[src/rtl/sequenciador_excecao.sv]
// sequenciador_excecao: exception sequencer that saves EPC, fetches the handler
// byte at 253/254/255 and loads it into PC, passing memory controls through while idle.
module sequenciador_excecao (
   input  logic        clk,
   input  logic        reset,
   input  logic        excOpcodeInvalido,
   input  logic        excOverflow,
   input  logic        excDivZero,
   input  logic [31:0] valorPC,
   input  logic [31:0] memDataOut,
   input  logic [3:0]  muxAddrControle,
   input  logic        memWriteControle,
   output logic [3:0]  MuxAddr,
   output logic        memWrite,
   output logic        epcWrite,
   output logic [31:0] valorEPC,
   output logic        pcWrite,
   output logic [31:0] novoPC,
   output logic [1:0]  causa,
   output logic        ocupado,
   output logic        excPerdida
);
   typedef enum logic [2:0] {IDLE, SALVA, ENDERECA, ESPERA, CARREGA} estado_t;
   estado_t     estado;
   logic [31:0] epc_q, novo_q;
   logic [3:0]  mux_q;
   logic        algum;
   logic [1:0]  prox_causa;
   assign algum      = excOpcodeInvalido | excOverflow | excDivZero;
   assign prox_causa = excOpcodeInvalido ? 2'b01 : excOverflow ? 2'b10 : 2'b11;
   assign MuxAddr    = ocupado ? mux_q : muxAddrControle;
   assign memWrite   = memWriteControle & ~ocupado;
   assign valorEPC   = epcWrite ? valorPC - 32'd4 : epc_q;
   assign novoPC     = pcWrite ? {24'b0, memDataOut[7:0]} : novo_q;
   always_ff @(posedge clk or negedge reset) begin
      if (!reset) begin
         estado     <= IDLE;
         causa      <= 2'b00;
         excPerdida <= 1'b0;
         epc_q      <= '0;
         novo_q     <= '0;
         mux_q      <= '0;
         epcWrite   <= 1'b0;
         pcWrite    <= 1'b0;
         ocupado    <= 1'b0;
      end else begin
         epcWrite <= 1'b0;
         pcWrite  <= 1'b0;
         if (ocupado && algum) excPerdida <= 1'b1;
         case (estado)
            IDLE: if (algum) begin
               estado   <= SALVA;
               causa    <= prox_causa;
               epcWrite <= 1'b1;
               ocupado  <= 1'b1;
               mux_q    <= 4'b0000;
            end
            SALVA: begin
               estado <= ENDERECA;
               epc_q  <= valorPC - 32'd4;
               mux_q  <= {2'b00, causa} + 4'd2;
            end
            ENDERECA: estado <= ESPERA;
            ESPERA: begin
               estado  <= CARREGA;
               pcWrite <= 1'b1;
            end
            default: begin
               estado  <= IDLE;
               ocupado <= 1'b0;
               novo_q  <= {24'b0, memDataOut[7:0]};
            end
         endcase
      end
   end
endmodule

[config.mk]
export PLATFORM = sky130hd
export DESIGN_NAME = sequenciador_excecao
export DESIGN_NICKNAME = d
export VERILOG_FILES = /design/src/rtl/sequenciador_excecao.sv
export SDC_FILE = /design/constraint.sdc
export NUM_CORES = 1
export LEC_CHECK = 0
export ABC_CLOCK_PERIOD_IN_PS = 3140
export CAP_MARGIN = 0
export CORE_UTILIZATION = 39
export CTS_CLUSTER_DIAMETER = 50
export DETAILED_ROUTE_END_ITERATION = 16
export HOLD_SLACK_MARGIN = 0.02
export PLACE_DENSITY = 0.84
export SLEW_MARGIN = 0
export SYNTH_ARGS = -nofsm -noshare
export SYNTH_HDL_FRONTEND = slang
export SYNTH_SLANG_ARGS = --single-unit
[constraint.sdc]
create_clock -name clk -period 3.14 [get_ports clk]
set_clock_uncertainty 0.1 [all_clocks]
set_input_delay 0.314 -clock clk [delete_from_list [all_inputs] [get_ports clk]]
set_output_delay 0.314 -clock clk [all_outputs]
set_load 0.01 [all_outputs]
==> out/results.txt, run 1 <==
The worst-case clock buffer depth was 2; the hold violation total from the final report was 0. Sorting the synthesized cells by area gives the leading types as sky130_fd_sc_hd__dfrtp_1 41%, sky130_fd_sc_hd__mux2_2 7.9%, sky130_fd_sc_hd__nor2_1 6.2%. Share of total power in sequential cells: 33.2%. The initial detailed-routing violation count is 151. The H-tree generated during clock tree synthesis spans 2 levels.

The logs give 12.0% for the power share of the clock group and 0.368 ns for the final hold slack. The top cell type by area accounts for 41.5% of the synthesized area. The initial utilization of the core area, before any placement, comes to 40.4%. Compared with the post-synthesis result, the final layout area differs by 44.4%.

Summed over all nets, the half-perimeter wirelength after detailed placement is 5990 µm. The total area inside the core boundary comes to 0.00777 mm². The transition time at the pin with the least slew margin was 0.664 ns; the max-cap violation count was 0.

In this run the worst path has a maximum fanout of 3. The total inserted antenna cells was 0; the post-synthesis sequential element count was 52. The number of instances in the synthesized netlist came out at 356. The initial antenna violation count was 0. The count of TritonRoute iterations in the first routing pass came out at 4.

The run gives 41.5% as the portion of the post-synthesis area used by sequential elements. Summed over all instances, the cell type with the most area after synthesis is sky130_fd_sc_hd__dfrtp_1. The insertion delay of the later-clocked pin in the worst-skew pair is 0.29 ns. After layout, the worst path uses 97.8% of the clock period. The logs give 326 MHz for the highest attainable clock frequency and 566 for the placed cell count. The internal power of the cells totals 2.35 mW. The kind of capture point of the worst setup path was a primary output.

Net switching share of the total power: 38.0%. Yosys mapped the design onto 40 distinct sky130hd cell types. Global routing finished with a remaining overflow of 0.

During placement, the flow inserted port buffers numbering 100. The cell sitting at the root of the clock tree is a sky130_fd_sc_hd__clkbuf_8. The number of nets with antenna violations after routing came out at 0. Setup repair after global routing could not meet its margin everywhere. The die covers 0.00841 mm². Clock-pin slew on the worst setup and hold paths: 0.09 ns.

The routed wirelength normalized by instance count is 13.6 µm, and the length in cells of the worst reg-to-reg path is 4. Yosys printed 0 warnings. Headroom to the max-slew limit came out at 55.3%.

Routability-driven placement finished with a final weighted congestion of 0.909. Averaged over all synthesized cells, the footprint is 8.81 µm². The floorplan step set the die height to 91.7 µm. The highest-delay cell along the critical path is sky130_fd_sc_hd__clkdlybuf4s50_1.

The flow ran to the end, and the final reports show no timing, DRC or antenna violations. The final layout contains routed wiring with a total length of 7910 µm. The worst hold path belongs to the class flop to flop.

The tools report the detailed-route via count as 2901. The power density over the cells is 837 mW/mm². The utilization after layout is 58.3%, and the worst hold path depth is 1. TritonCTS built the clock tree. The tools report the worst slack at placement as -0.0277 ns. For the number of cells in the finished layout apart from fillers, the log shows 581. Combinational cells account for 54.8% of the total power. The worst setup path is of the input port to primary output kind.

For the setup violation total in the final timing report, the log shows 0. STA classifies the critical path startpoint as an input port. Leakage power summed over all cells: 1.97 nW.

In this run the power spent charging and discharging nets is 1.44 mW. For the row count, the log shows 32. The combined area of all synthesized cells came out at 0.00314 mm². Global routing consumed, over all layers together, 18.5% of the routing resources. The final period demand of the worst path was 3.07 ns.

The tree built by TritonCTS fans out to 52 sinks. The layout cell share with drive strength beyond 1 works out to 16.1%. For this run, design rule violations remaining after detail routing come to 0.

Buffers inserted during clock tree synthesis total 5. The maximum VDD drop was 0.000466 V. For the number of nets in the layout, the log shows 553. In this design, the stage delay of the slowest critical-path cell is 0.43 ns. The critical path goes through clkdlybuf4s50_1, inv_1, ha_1, nor4b_4, nand4_1, buf_4, nor4b_4, xnor2_1, a21oi_1, dlygate4sd2_1. The tools report the final total power as 3.79 mW. Data on the critical path arrives at its endpoint at 2.66 ns. The number of global-route vias before repair was 2809; the global-route wire length before repair was 12500 µm. The run gives 0 as the number of pins with negative max-slew slack in the final report.

The top-level I/O count was 149; the die span in x was 91.7 µm. Dominant cell type by count on the critical path: sky130_fd_sc_hd__nor4b_4. Pin count of the biggest net entering global routing: 62. Setup slack closes at 0.0686 ns. STA puts the critical path data required time at 2.73 ns. After detailed routing, the number of vias per cell comes to 4.99.
area by class of cell:
cell class	count	area [µm²]
Tap cell	102	128
Clock buffer	5	68.8
Multi-Input combinational cell	280	1690
Timing Repair Buffer	135	1290
Sequential cell	52	1300
Clock inverter	3	42.5
Fill cell	673	3240
Inverter	4	15.0
flip-flops by register name, summed over array words and instances, names as in the netlist:
signal	count
causa	2
pcWrite	1
estado	3
novo_q	8
ocupado	1
excPerdida	1
epcWrite	1
mux_q	3
epc_q	32
path summary, 6_finish.rpt:
check / from / end / slack (ns)
setup / recovery: valorPC[2] / valorEPC[28] / 0.07
hold / removal: excPerdida / excPerdida / 0.37
setup reg to reg: estado[2] / epc_q[5] / 1.32
hold reg to reg: excPerdida / excPerdida / 0.37
max in group asynchronous: reset / epc_q[12] / 1.70
min in group asynchronous: reset / epc_q[20] / 0.45
cells in the final DEF, fill, tap and decap left out, types with 2 or more instances in the layout:
cell type and n:
sky130_fd_sc_hd__a21oi_1 30, sky130_fd_sc_hd__or4_1 2, sky130_fd_sc_hd__nor3_1 9, sky130_fd_sc_hd__nor3b_1 2, sky130_fd_sc_hd__o21ai_0 25, sky130_fd_sc_hd__nor2_1 51, sky130_fd_sc_hd__o21ai_1 6, sky130_fd_sc_hd__dlygate4sd2_1 2
sky130_fd_sc_hd__nand4_1 4, sky130_fd_sc_hd__mux2_2 22, sky130_fd_sc_hd__nor4_4 4, sky130_fd_sc_hd__nor4_1 4, sky130_fd_sc_hd__dfrtp_1 51, sky130_fd_sc_hd__conb_1 24, sky130_fd_sc_hd__nor4b_4 2, sky130_fd_sc_hd__nor2b_1 3
sky130_fd_sc_hd__xor2_1 8, sky130_fd_sc_hd__clkdlybuf4s50_1 86, sky130_fd_sc_hd__buf_4 34, sky130_fd_sc_hd__nand2_1 44, sky130_fd_sc_hd__inv_1 4, sky130_fd_sc_hd__clkbuf_8 5, sky130_fd_sc_hd__xnor2_1 19, sky130_fd_sc_hd__dlymetal6s2s_1 11
sky130_fd_sc_hd__nand3_1 3, sky130_fd_sc_hd__a22o_1 2
power by group through the flow:
| stage | Sequential (mW) | Clock [mW] | Combinational [mW] |
|---|---|---|---|
| 6_report | 1.26 | 0.454 | 2.08 |
| 5_1_grt | 1.32 | 0.498 | 2.26 |
| 4_1_cts | 1.27 | 0.473 | 2.12 |
| 3_5_place_dp | 1.28 | 0 | 2.12 |
| 3_3_place_gp | 1.25 | 0 | 2.06 |
| 2_1_floorplan | 1.15 | 0 | 1.19 |
synthesized netlist by cell type, drive strengths merged:
cell / number
dfrtp: 52
nor2: 52
nand2: 44
a21oi: 31
o21ai: 31
buf: 26
mux2: 22
xnor2: 19
clkbuf: 17
nor3: 9
nor4: 9
xor2: 8
inv: 4
nand3: 4
nand4: 4
nor2b: 3
a22o: 2
nor3b: 2
nor4b: 2
or4: 2
a21boi: 1
a21o: 1
a31oi: 1
and2: 1
and3: 1
and4: 1
and4bb: 1
conb: 1
ha: 1
mux2i: 1
nand4b: 1
or3: 1
or4b: 1
cell families (layout without fill, tap and decap cells):
logic type | Yosys count | after routing | synth area share (%)
buf+inv | 47 | 147 | 8.54
xor+xnor | 27 | 27 | 7.54
compound gates | 67 | 67 | 11.2
mux | 23 | 23 | 8.22
fa+ha+maj | 1 | 1 | 0.399
flops | 52 | 52 | 41.5
other cells | 1 | 24 | 0.120
simple gates | 138 | 138 | 22.5
metrics by stage:
stage	setup TNS, ns	cell area (µm²)
floorplan	0	3220
finish	0	4530
detailed placement	-0.0494	4310
global route	-0.170	4530
global placement	-0.00612	4310
CTS	0	4450
worst max-delay path, delay by kind of cell:
kind            cells  cell delay, ns
fa+ha+maj           1            0.18
compound gates      1            0.17
xor+xnor            1            0.13
simple gates        3            0.83
buf+inv             4            1.04
what timing repair did:
action                                  4_1_cts  5_1_grt
endpoints found under the setup margin        7       14
pin swaps                                     4        6
hold endpoints to repair                     27        0
resized for setup                             6       14
hold buffers                                  1        0
setup buffers                                 1        5
metal layers:
layer  global-route usage, %  share of wire, %  vias to the layer above
li1                        -                 -                     1411
met1                    21.4                40                     1375
met2                    34.7                54                      109
met3                    3.48               5.2                        6
met4                    4.76              0.51                        0
met5                       0                 0                        -
Power figures use the tool's default switching activity.
==> run 2, diff against run 1 <==
Settings changed: CTS_CLUSTER_SIZE set to 30, SETUP_SLACK_MARGIN set to 0.3.
==> run 2 against run 1 <==
Worst hold slack about the same. Via count up 5.4%. Non-clock buffer count up 13. Sequential share of layout area down 0.74 points. Global-route usage up 1.1 points. Flip-flop and latch count unchanged. Utilization up 1.5 points. Critical path depth down 2. Highest routed layer unchanged.
==> out/results.txt, run 2 (synthesis results as in run 1) <==
The run finished with clean final reports. Setup total negative slack on the finished layout was measured at 0 ns. The row count was 32; the power share of the combinational group was 54.3%. At the worst endpoint, the arrival time is 2.48 ns. The top-level I/O count is 149. The tools report the hold violation total from the final report as 0.

The run gives 0.00175 mm² as the multi-input gate area in the final layout. The detailed-route via count is 3059, and the average vias per placed instance is 5.15. Tracing the worst setup path back leads to its startpoint at valorPC[19]. For this run, the number of standard cells in the final layout without fillers is 594. The tools report the endpoint of the most critical setup path as valorEPC[25]. In the final routed layout, each cell accounts on average for 14.6 µm. The first detailed-routing pass took 4 iterations. For the worst flop-to-flop path, the logic depth is 4. Registers take 0.00130 mm².

STA classifies the critical path startpoint as an input port. The initial antenna violation count was 0; the worst slack at placement was -0.0277 ns. CTS built an H-tree with a depth of 2.

The die span in x was 91.7 µm; the number of sinks driven by the clock tree was 52. Derived from the worst setup path, the maximum achievable clock frequency is 346 MHz. The path class of the tightest hold or removal check is input port to flop. The placed cell count was 566. No sink is reached through more buffers than the 2 on the longest clock path. The largest registers in the layout are epc_q: 32 flops, novo_q: 8 flops.

The number of antenna diodes in the final layout is 0. For the final worst slack, the log shows 0.246 ns. The die covers 0.00841 mm².

For the number of global-route vias before repair, the log shows 2922. The number of pins with negative max-slew slack in the final report was 0. The tree is rooted in a sky130_fd_sc_hd__clkbuf_8.

The final clock period utilization by the worst path is 92.2%, and the max-cap violation count is 0. Setup violation total in the final timing report: 0. The largest register by flop count was epc_q. For the post-detailed-placement half-perimeter wirelength, the log shows 5990 µm. The number of DRC violations after detailed routing was 0. The power density over the cells is 810 mW/mm², and the number of nets in the layout is 566. Delay of the slowest cell on the worst path: 0.54 ns.

The signed area change from the synthesized netlist to the final layout was 48.3%; the insertion delay of the later-clocked pin in the worst-skew pair was 0.30 ns. Summed over all nets, the switching power comes to 1.47 mW. The highest-delay cell along the critical path was sky130_fd_sc_hd__or4b_1. Walking the worst path, the cells encountered are clkdlybuf4s50_1, nor4_4, buf_4, nand3_1, or4b_1, a21oi_2, a21oi_1, dlygate4sd2_1. Cells with a size suffix above 1 make up 20.9% of the layout. The congestion estimate from routability-driven global placement came to 0.909.

The sum of overflow across all layers after global routing came out at 0. Overall power consumption after layout is estimated at 3.77 mW. Of the total power, the share spent switching nets is 39.0%. The number of port buffers works out to 100. Capture point of the worst reg-to-reg path: epc_q[5]. The worst hold path begins at valorPC[2]. The register with the most flip-flops in the layout has 32 of them. TritonCTS built the clock tree. For the power share of the clock group, the log shows 12.2%.

In this run the remaining antenna-violating nets after routing total 0. From bottom edge to top edge, the die measures 91.7 µm. The logs give 1.31 ns for the setup slack of the most critical reg-to-reg path and 2.05 nW for the leakage power summed over all cells.

The worst pin sits at a relative slew slack of 55.5%. Buffers inserted during clock tree synthesis total 5. The initial core utilization was 40.4%.

In this run the worst path has a maximum fanout of 2. The reg-to-reg critical path startpoint was estado[2]. Leaving out fill and tap cells, the most frequent cells in the layout are 64 x sky130_fd_sc_hd__clkdlybuf4s50_1, 51 x sky130_fd_sc_hd__dfrtp_1, 50 x sky130_fd_sc_hd__nor2_1. STA classifies the critical path endpoint as a primary output. For the worst setup path, the data required time is 2.73 ns.

The total routing usage reported by global routing is 19.6%. At the pin with the least slew margin, the transition time is 0.662 ns. After clock tree synthesis, the clock-pin slew on the worst setup and hold paths is 0.09 ns.

Setup repair after global routing could not meet its margin everywhere. Most common library cell in the layout ignoring fill and taps: sky130_fd_sc_hd__clkdlybuf4s50_1. The initial detailed-routing violation count was 157; the final period demand of the worst path was 2.89 ns. The category of the critical setup timing path is input port to primary output. Internal power comes to 2.30 mW.

The pin count of the biggest net entering global routing was 62. The number of filler cells placed in the layout was 675; the global-route wire length before repair was 13200 µm. The logs give 0.000461 V for the maximum VDD drop and 8670 µm for the total routed wirelength.

The share of total power in sequential cells is 33.5%. The core region is 0.00777 mm².
-- run 2: cell types whose count changed in the layout (fill, tap and decap cells not counted), moves of 2 or more --
| cell | previous run | this run |
|---|---|---|
| sky130_fd_sc_hd__buf_4 | 34 | 47 |
| sky130_fd_sc_hd__nor3_2 | 0 | 2 |
| sky130_fd_sc_hd__dlymetal6s2s_1 | 11 | 9 |
| sky130_fd_sc_hd__clkdlybuf4s50_1 | 86 | 64 |
| sky130_fd_sc_hd__dlygate4sd2_1 | 2 | 22 |
| sky130_fd_sc_hd__nor4_1 | 4 | 2 |
| sky130_fd_sc_hd__nor3_1 | 9 | 7 |
-- run 2: what timing repair did --
item | CTS | global route
setup buffers | 12 | 7
pin swaps | 16 | 12
hold buffers | 1 | 0
hold endpoints to repair | 27 | 0
gates resized for setup | 46 | 16
endpoints found under the setup margin | 22 | 15
-- run 2: how the worst min path moves through the flow --
stage                     slack (ns)  depth (start not counted)          to
after floorplan                -0.08                          0    causa[0]
after global placement          0.26                          1   epc_q[19]
after detailed placement        0.26                          1   epc_q[20]
after CTS                       0.37                          1  excPerdida
after global routing            0.39                          3    epc_q[2]
final                           0.37                          3    epc_q[2]
-- run 2: routing by layer --
| metal | up-vias | track usage (%) | routed length (µm) |
|---|---|---|---|
| met5 | - | 0 | 0 |
| met1 | 1480 | 22.5 | 3340 |
| met4 | 0 | 6.61 | 202 |
| met3 | 20 | 3.73 | 471 |
| li1 | 1432 | - | - |
| met2 | 127 | 36.2 | 4660 |
-- run 2: layout make-up --
| type | instances | area share, % |
|---|---|---|
| clock buffers | 5 | 1.48 |
| flip-flops and latches | 52 | 28.0 |
| clock inverters | 3 | 0.915 |
| well taps | 102 | 2.74 |
| inverters | 4 | 0.323 |
| repair buffers | 148 | 28.9 |
| multi-input cells | 280 | 37.6 |
-- run 2: metrics by stage --
stage | utilization, % | hold slack [ns] | instance area, µm²
CTS | 58.5 | 0.373 | 4550
finish | 59.9 | 0.368 | 4650
global route | 59.9 | 0.387 | 4650
detailed placement | 55.4 | 0.261 | 4310
floorplan | - | -0.0816 | 3220
global placement | 55.4 | 0.257 | 4310
-- run 2: worst max-delay path, delay by kind of cell --
kind	cells	cell delay, ns
and+or+nand+nor	3	0.92
buffers and inverters	3	0.92
AOI/OAI and AO/OA	2	0.33
-- run 2: power groups by stage --
stage	sequential, mW	combinational, mW	clock, mW
floorplan	1.15	1.19	0
global placement	1.25	2.06	0
detailed placement	1.28	2.12	0
CTS	1.27	2.05	0.473
global route	1.32	2.22	0.499
finish	1.26	2.04	0.458
==> run 3, diff against run 2 <==
Settings changed: MAX_ROUTING_LAYER set to met4, SLEW_MARGIN 0 to 10.
==> run 3 against run 2 <==
Via count is 2.6% lower. Flip-flop and latch count did not move. Die area did not move. Power is 0.21% lower. Global-route usage grew 0.77 points. First-iteration DRC count decreased by 24%. Critical endpoint unchanged. Highest routed layer unchanged.
==> out/results.txt, run 3 (synthesis results as in run 1) <==
Setup repair after global routing left no endpoint under its margin. The first detailed-routing pass took 4 iterations. The number of DRC violations after detailed routing came out at 0. The critical path is of the input port to primary output type.

In this run, the number of DRC markers left after iteration 0 of detailed routing was 120. The first global-routing pass estimated 13400 µm of wire. The H-tree was split into 2 levels. The logs give 5980 µm for the post-detailed-placement half-perimeter wirelength and 0 for the initial antenna violation count.

The tools report the reg-to-reg critical path startpoint as estado[2]. TritonCTS built the clock tree. In this run the deepest clock path goes through 2 buffers. The most common library cell in the layout ignoring fill and taps is sky130_fd_sc_hd__clkdlybuf4s50_1. For this run, the post-layout net count is 562. The clock buffer count from CTS is 5, and the total inserted antenna cells is 0.

The die covers 0.00841 mm². Data on the critical path arrives at its endpoint at 2.40 ns. The number of sinks driven by the clock tree was 52; the number of port buffers was 100. The kind of capture point of the worst setup path was a primary output.

The pin count of the biggest net entering global routing is 62. In this run the clock root is driven by a sky130_fd_sc_hd__clkbuf_8. Routability-driven placement finished with a final weighted congestion of 0.927.

The floorplan step set the die width to 91.7 µm. The min-delay analysis places its worst path in the category input port to flop. The endpoint identified for the worst register-to-register timing path is mux_q[1]. The number of nets with antenna violations after routing is 0, and the final total power is 3.76 mW. The hold violation total from the final report is 0, and the total routing usage reported by global routing is 20.3%.

Critical path startpoint: valorPC[21]. The sum of overflow across all layers after global routing was 0; the transition time at the pin with the least slew margin was 0.728 ns. After the flow finishes, the layout carries non-filler instances totaling 590. The tools report the critical path launch point type as an input port. After layout, the worst path uses 89.6% of the clock period. 149 I/O pins were placed.

The tools report the row count as 32. Static timing analysis puts the maximum clock frequency at 355 MHz. epc_q holds more flip-flops than any other register. Data on the critical path is required at its endpoint by 2.73 ns. In the final layout, the share of cells above drive strength 1 is 20.7%.

At the later pin of the worst-skew pair, clock insertion delay measures 0.30 ns. The sink of the worst hold path is epc_q[3]. The length in cells of the worst reg-to-reg path works out to 4.

The worst hold path begins at valorPC[3]. The number of filler cells placed in the layout was 656; the routed wirelength normalized by instance count was 14.2 µm. Setup violations remaining at the end of the flow were counted as 0. Measured against its own limit, the worst slew margin works out to 51.0%.

On the final layout, the worst hold slack is 0.375 ns. For this design the ratio of total power to cell area is 808 mW/mm². The flow ran to the end, and the final reports show no timing, DRC or antenna violations.

The top cell types in the final layout, fill and taps aside, are 65 x sky130_fd_sc_hd__clkdlybuf4s50_1, 51 x sky130_fd_sc_hd__dfrtp_1, 50 x sky130_fd_sc_hd__nor2_1. For the number of pins with negative max-slew slack in the final report, the log shows 0. The leakage power summed over all cells came out at 2.05 nW. Along the worst path, the maximum fanout reaches 5. The clock-pin slew on the worst setup and hold paths is 0.10 ns, and the setup slack of the most critical reg-to-reg path is 1.30 ns.

The average vias per placed instance works out to 5.05. The detailed-route via count is 2978, and the maximum VDD drop is 0.000392 V. The overall die height came out at 91.7 µm. The largest registers in the layout are epc_q: 32 flops, novo_q: 8 flops. Number of flip-flops under the largest register name: 32. The final period demand of the worst path is 2.81 ns, and the placement-stage cell area is 0.00431 mm².

Worst hold path depth: 4. The final layout contains routed wiring with a total length of 8400 µm. The placed cell count came out at 566. The tools report the initial core utilization as 40.4%.

The region available for standard cell placement spans 0.00777 mm². The tool flagged a number of max-cap violations equal to 0. For the number of global-route vias before repair, the log shows 2900.

Summing all non-filler instances in the final layout gives an area of 0.00465 mm². The signed area change from the synthesized netlist to the final layout is 48.3%.
==> run 3: power breakdown <==
part           internal [mW]  switching (mW)
combinational           1.06           0.956
clock                  0.240           0.233
sequential             0.994           0.275
==> run 3: how the worst max path moves through the flow <==
stage | to | slack [ns] | cells after the start
floorplan | valorEPC[24] | 1.06 | 7
global placement | valorEPC[30] | -0.006 | 9
detailed placement | valorEPC[24] | -0.11 | 8
CTS | valorEPC[31] | 0.15 | 7
global route | valorEPC[20] | 0.28 | 11
finish | valorEPC[25] | 0.33 | 7
==> run 3: stage by stage <==
| step | setup WS, ns | util [%] | TNS [ns] |
|---|---|---|---|
| 5_1_grt | 0.275 | 59.9 | 0 |
| 6_report | 0.325 | 59.9 | 0 |
| 2_1_floorplan | 1.06 | - | 0 |
| 4_1_cts | 0.154 | 58.9 | 0 |
| 3_3_place_gp | -0.00585 | 55.4 | -0.00585 |
| 3_5_place_dp | -0.114 | 55.4 | -0.154 |
==> run 3: worst max-delay path, stage by stage <==
cell	delay [ns]
sky130_fd_sc_hd__clkdlybuf4s50_1	0.48
sky130_fd_sc_hd__nor2_1	0.34
sky130_fd_sc_hd__nand3_1	0.18
sky130_fd_sc_hd__or4b_4	0.57
sky130_fd_sc_hd__a21oi_4	0.18
sky130_fd_sc_hd__a21oi_1	0.09
sky130_fd_sc_hd__clkdlybuf4s15_2	0.24
==> run 3: layout make-up <==
class                   count  area (µm²)  area share (%)
repair buffers            144        1330            28.6
flip-flops and latches     52        1300            28.0
multi-input cells         280        1760            37.9
well taps                 102         128            2.74
clock buffers               5        68.8            1.48
inverters                   4        15.0           0.323
clock inverters             3        46.3           0.995
==> run 3: what timing repair did <==
action | in CTS | in global routing
pin swaps | 11 | 10
endpoints found under the hold margin | 27 | 0
buffers inserted | 12 | 3
gates resized for setup | 45 | 17
setup endpoints to repair | 21 | 15
hold buffers | 1 | 0
==> run 3: layer usage <==
| metal | part of all wire, % | global-route usage, % |
|---|---|---|
| met1 | 41 | 24.2 |
| met2 | 52 | 35.8 |
| met3 | 4.8 | 3.32 |
| met4 | 1.6 | 5.16 |
| met5 | 0 | - |
==> edit (settings of run 3) <==
Reset style: synchronous (`reset`), changed in one clocked block.
--- a/src/rtl/sequenciador_excecao.sv
+++ b/src/rtl/sequenciador_excecao.sv
@@ -34,3 +34,3 @@
    assign novoPC     = pcWrite ? {24'b0, memDataOut[7:0]} : novo_q;
-   always_ff @(posedge clk or negedge reset) begin
+   always_ff @(posedge clk) begin
       if (!reset) begin
Behaviour: differs if reset is asserted again (counterexample within 4 cycles, from zero or initial values and one cycle with reset low); with reset held inactive, the same outputs for 10 cycles.
==> edit against run 3 <==
Sequential cell count did not move. Area after synthesis shrank 4.0%. Worst setup slack worse by 0.16 ns. Cell area decreased by 0.51%. Register-to-register slack improved by 0.18 ns. Routed wire length grew 14%. Via count increased by 11%. Critical endpoint is now valorEPC[29].
Power is not compared: it rests on default switching activity, and its combinational part moved more than twofold at a synthesized area within 25%.
==> edit: results (changes against run 3) <==
.. list-table::
   :header-rows: 1

   * - Metric
     - Value
   * - Outcome
     - finished clean
   * - Detailed placement HPWL
     - 6140 um (+2.6%)
   * - Power Density
     - just over 400 nW/um2
   * - Leading post-synthesis cells by cell area
     - sky130_fd_sc_hd__dfxtp_1 35%, sky130_fd_sc_hd__nor2_1 7.0%, sky130_fd_sc_hd__a31oi_1 6.7%
   * - Pin count of the biggest net entering global routing
     - 37 (-40%)
   * - Clock latency at the later pin of the worst-skew pair
     - about 0.31 ns
   * - CTS HTree Levels
     - 2 (unchanged)
   * - LEAKAGE
     - between 1.5 and 2 nW
   * - Full die area
     - 8070 um2 (-3.9%)
   * - Quantity of I/O buffers inserted on ports
     - 100 (unchanged)
   * - Maximum buffer depth of the clock tree
     - 2 (unchanged)
   * - Share of layout cells above drive strength 1
     - 30.8% (+10 points)
   * - Post-synth top cells
     - 56 x sky130_fd_sc_hd__nor2_1, 52 x sky130_fd_sc_hd__dfxtp_1, 32 x sky130_fd_sc_hd__a31oi_1, 29 x sky130_fd_sc_hd__o21ai_0, 24 x sky130_fd_sc_hd__buf_4
   * - Clock tree root driver cell
     - sky130_fd_sc_hd__clkbuf_8
   * - Arrival time at the worst endpoint
     - 2.56 ns (+0.16 ns)
   * - Classification of the worst-slack hold path
     - input pin to flip-flop
   * - Clk slew on worst S/H paths
     - 0.10 ns (about the same)
   * - CP top delay family
     - simple AND/OR/NAND/NOR gates
   * - Routability cong.
     - 0.833 (-10%)
   * - Vias
     - 3294 (+11%)
   * - First-pass GRT wire length
     - 15100 um (+13%)
   * - WL/cell
     - 15.7 um (+10%)
   * - Highest ir drop seen on vdd
     - 0.248 mV
   * - Synth warn
     - 0 (unchanged)
   * - Net count of the finished layout
     - 583 (+3.7%)
   * - Via count of the first global-routing pass
     - 3124 (+7.7%)
   * - Iter 0 DRT Violations
     - 205 (+71%)
   * - Worst slew slack as a fraction of its limit
     - 49.4% (-1.6 points)
   * - # fillers
     - 647 (-1.4%)
   * - Slowest cell delay on critical path
     - roughly 0.56 ns
   * - Initial antenna violation count
     - 0 (unchanged)
   * - Registers with the highest flip-flop counts
     - epc_q (32), novo_q (8)
   * - Netlist cell types
     - 36 (-10%)
   * - Proportion of synthesized flip-flops having asynchronous set or reset
     - 0% (-100 points)
   * - Fraction of the yosys area taken by sequential cells
     - 34.6% (-6.9 points)
   * - Post-Place Worst Slack
     - -0.577 ns (-0.463 ns)
   * - Slowest cell on the critical path
     - sky130_fd_sc_hd__or4_4
   * - Global routing usage summed across all routing layers
     - 23.4% (+3.0 points)
   * - Number of buffers inserted during clock tree synthesis
     - 5 (unchanged)
   * - Maximum Capacitance Violations
     - 0 (unchanged)
   * - Largest driver fanout on the critical path
     - 6 (+1)
   * - Antenna fix cells
     - 0 (unchanged)
   * - Pre-Repair DR Iteration Count
     - 4 (unchanged)
[edit: changes by cell type in the layout (fill, tap and decap cells not counted), sizes merged, moves of 18 or more]
cell	before	now
a31oi	1	32
dfxtp	0	52
nand2	44	8
buf	45	79
or4	2	20
dfrtp	52	0
[edit: layer usage]
metal	vias to the layer above	track usage (%)	share of wire (%)	wire, um
met2	107	40.3	51	4830
li1	1586	-	-	-
met4	0	6.32	2.0	192
met3	21	4.31	5.2	499
met1	1580	28.0	42	4030
met5	-	-	0	0
[edit: worst register-to-register path, cell delays in order (launching register included)]
cell	delay, ns
sky130_fd_sc_hd__dfxtp_1	0.51
sky130_fd_sc_hd__nor3b_2	0.28
sky130_fd_sc_hd__buf_4	0.36
sky130_fd_sc_hd__nor2_1	0.08
sky130_fd_sc_hd__a211oi_1	0.23
[edit: power by group]
part / internal (mW) / total [mW] / switching, mW
Clock: 0.164 / 0.417 / 0.252
Sequential: 0.726 / 0.781 / 0.0547
Combinational: 0.332 / 0.665 / 0.333
[edit: per-stage QoR]
step	utilization, %	std cells	cell area, um2	hold slack, ns	setup TNS, ns
3_3_place_gp	57.5	586	4240	0.345	-7.44
4_1_cts	60.7	604	4470	0.186	0
3_5_place_dp	57.5	586	4240	0.360	-8.20
6_report	62.8	608	4630	0.206	0
5_1_grt	62.8	608	4630	0.194	0
2_1_floorplan	-	396	3100	0.310	0
[edit: path summary, 6_finish.rpt]
| path | start | slack (ns) | cells past startpoint | end |
|---|---|---|---|---|
| max | valorPC[19] | 0.17 | 6 | valorEPC[29] |
| max reg2reg | estado[2] | 1.48 | 4 | epc_q[6] |
| min | valorPC[2] | 0.21 | 3 | epc_q[2] |
| min reg2reg | epc_q[0] | 0.38 | 2 | epc_q[0] |
[edit: area by class of cell]
| type | instances | share of cell area (%) |
|---|---|---|
| clock buffer | 5 | 1.49 |
| sequential | 52 | 22.5 |
| inverter | 4 | 0.433 |
| tap | 99 | 2.68 |
| clock inverter | 3 | 0.595 |
| timing repair buffer | 155 | 28.6 |
| multi-input combinational | 290 | 43.7 |
[edit: kinds of logic (layout without fill, tap and decap cells)]
kind of cell	after synthesis	in the layout	synth area share, %
and+or+nand+nor	125	126	22.4
AOI/OAI and AO/OA	106	106	20.9
buffers and inverters	55	167	10.6
DFF	52	52	34.6
muxes	21	21	7.52
xor gates and xnor gates	12	12	3.49
adders and majority gates	1	1	0.416
other	1	24	0.125
[edit: what timing repair did]
| item | 4_1_cts | 5_1_grt |
|---|---|---|
| hold endpoints to repair | 0 | 0 |
| gates resized for setup | 155 | 39 |
| setup buffers | 9 | 4 |
| hold buffers | 0 | 0 |
| gates cloned | 1 | 0 |
| pin swaps | 27 | 19 |
| endpoints found under the setup margin | 24 | 22 |
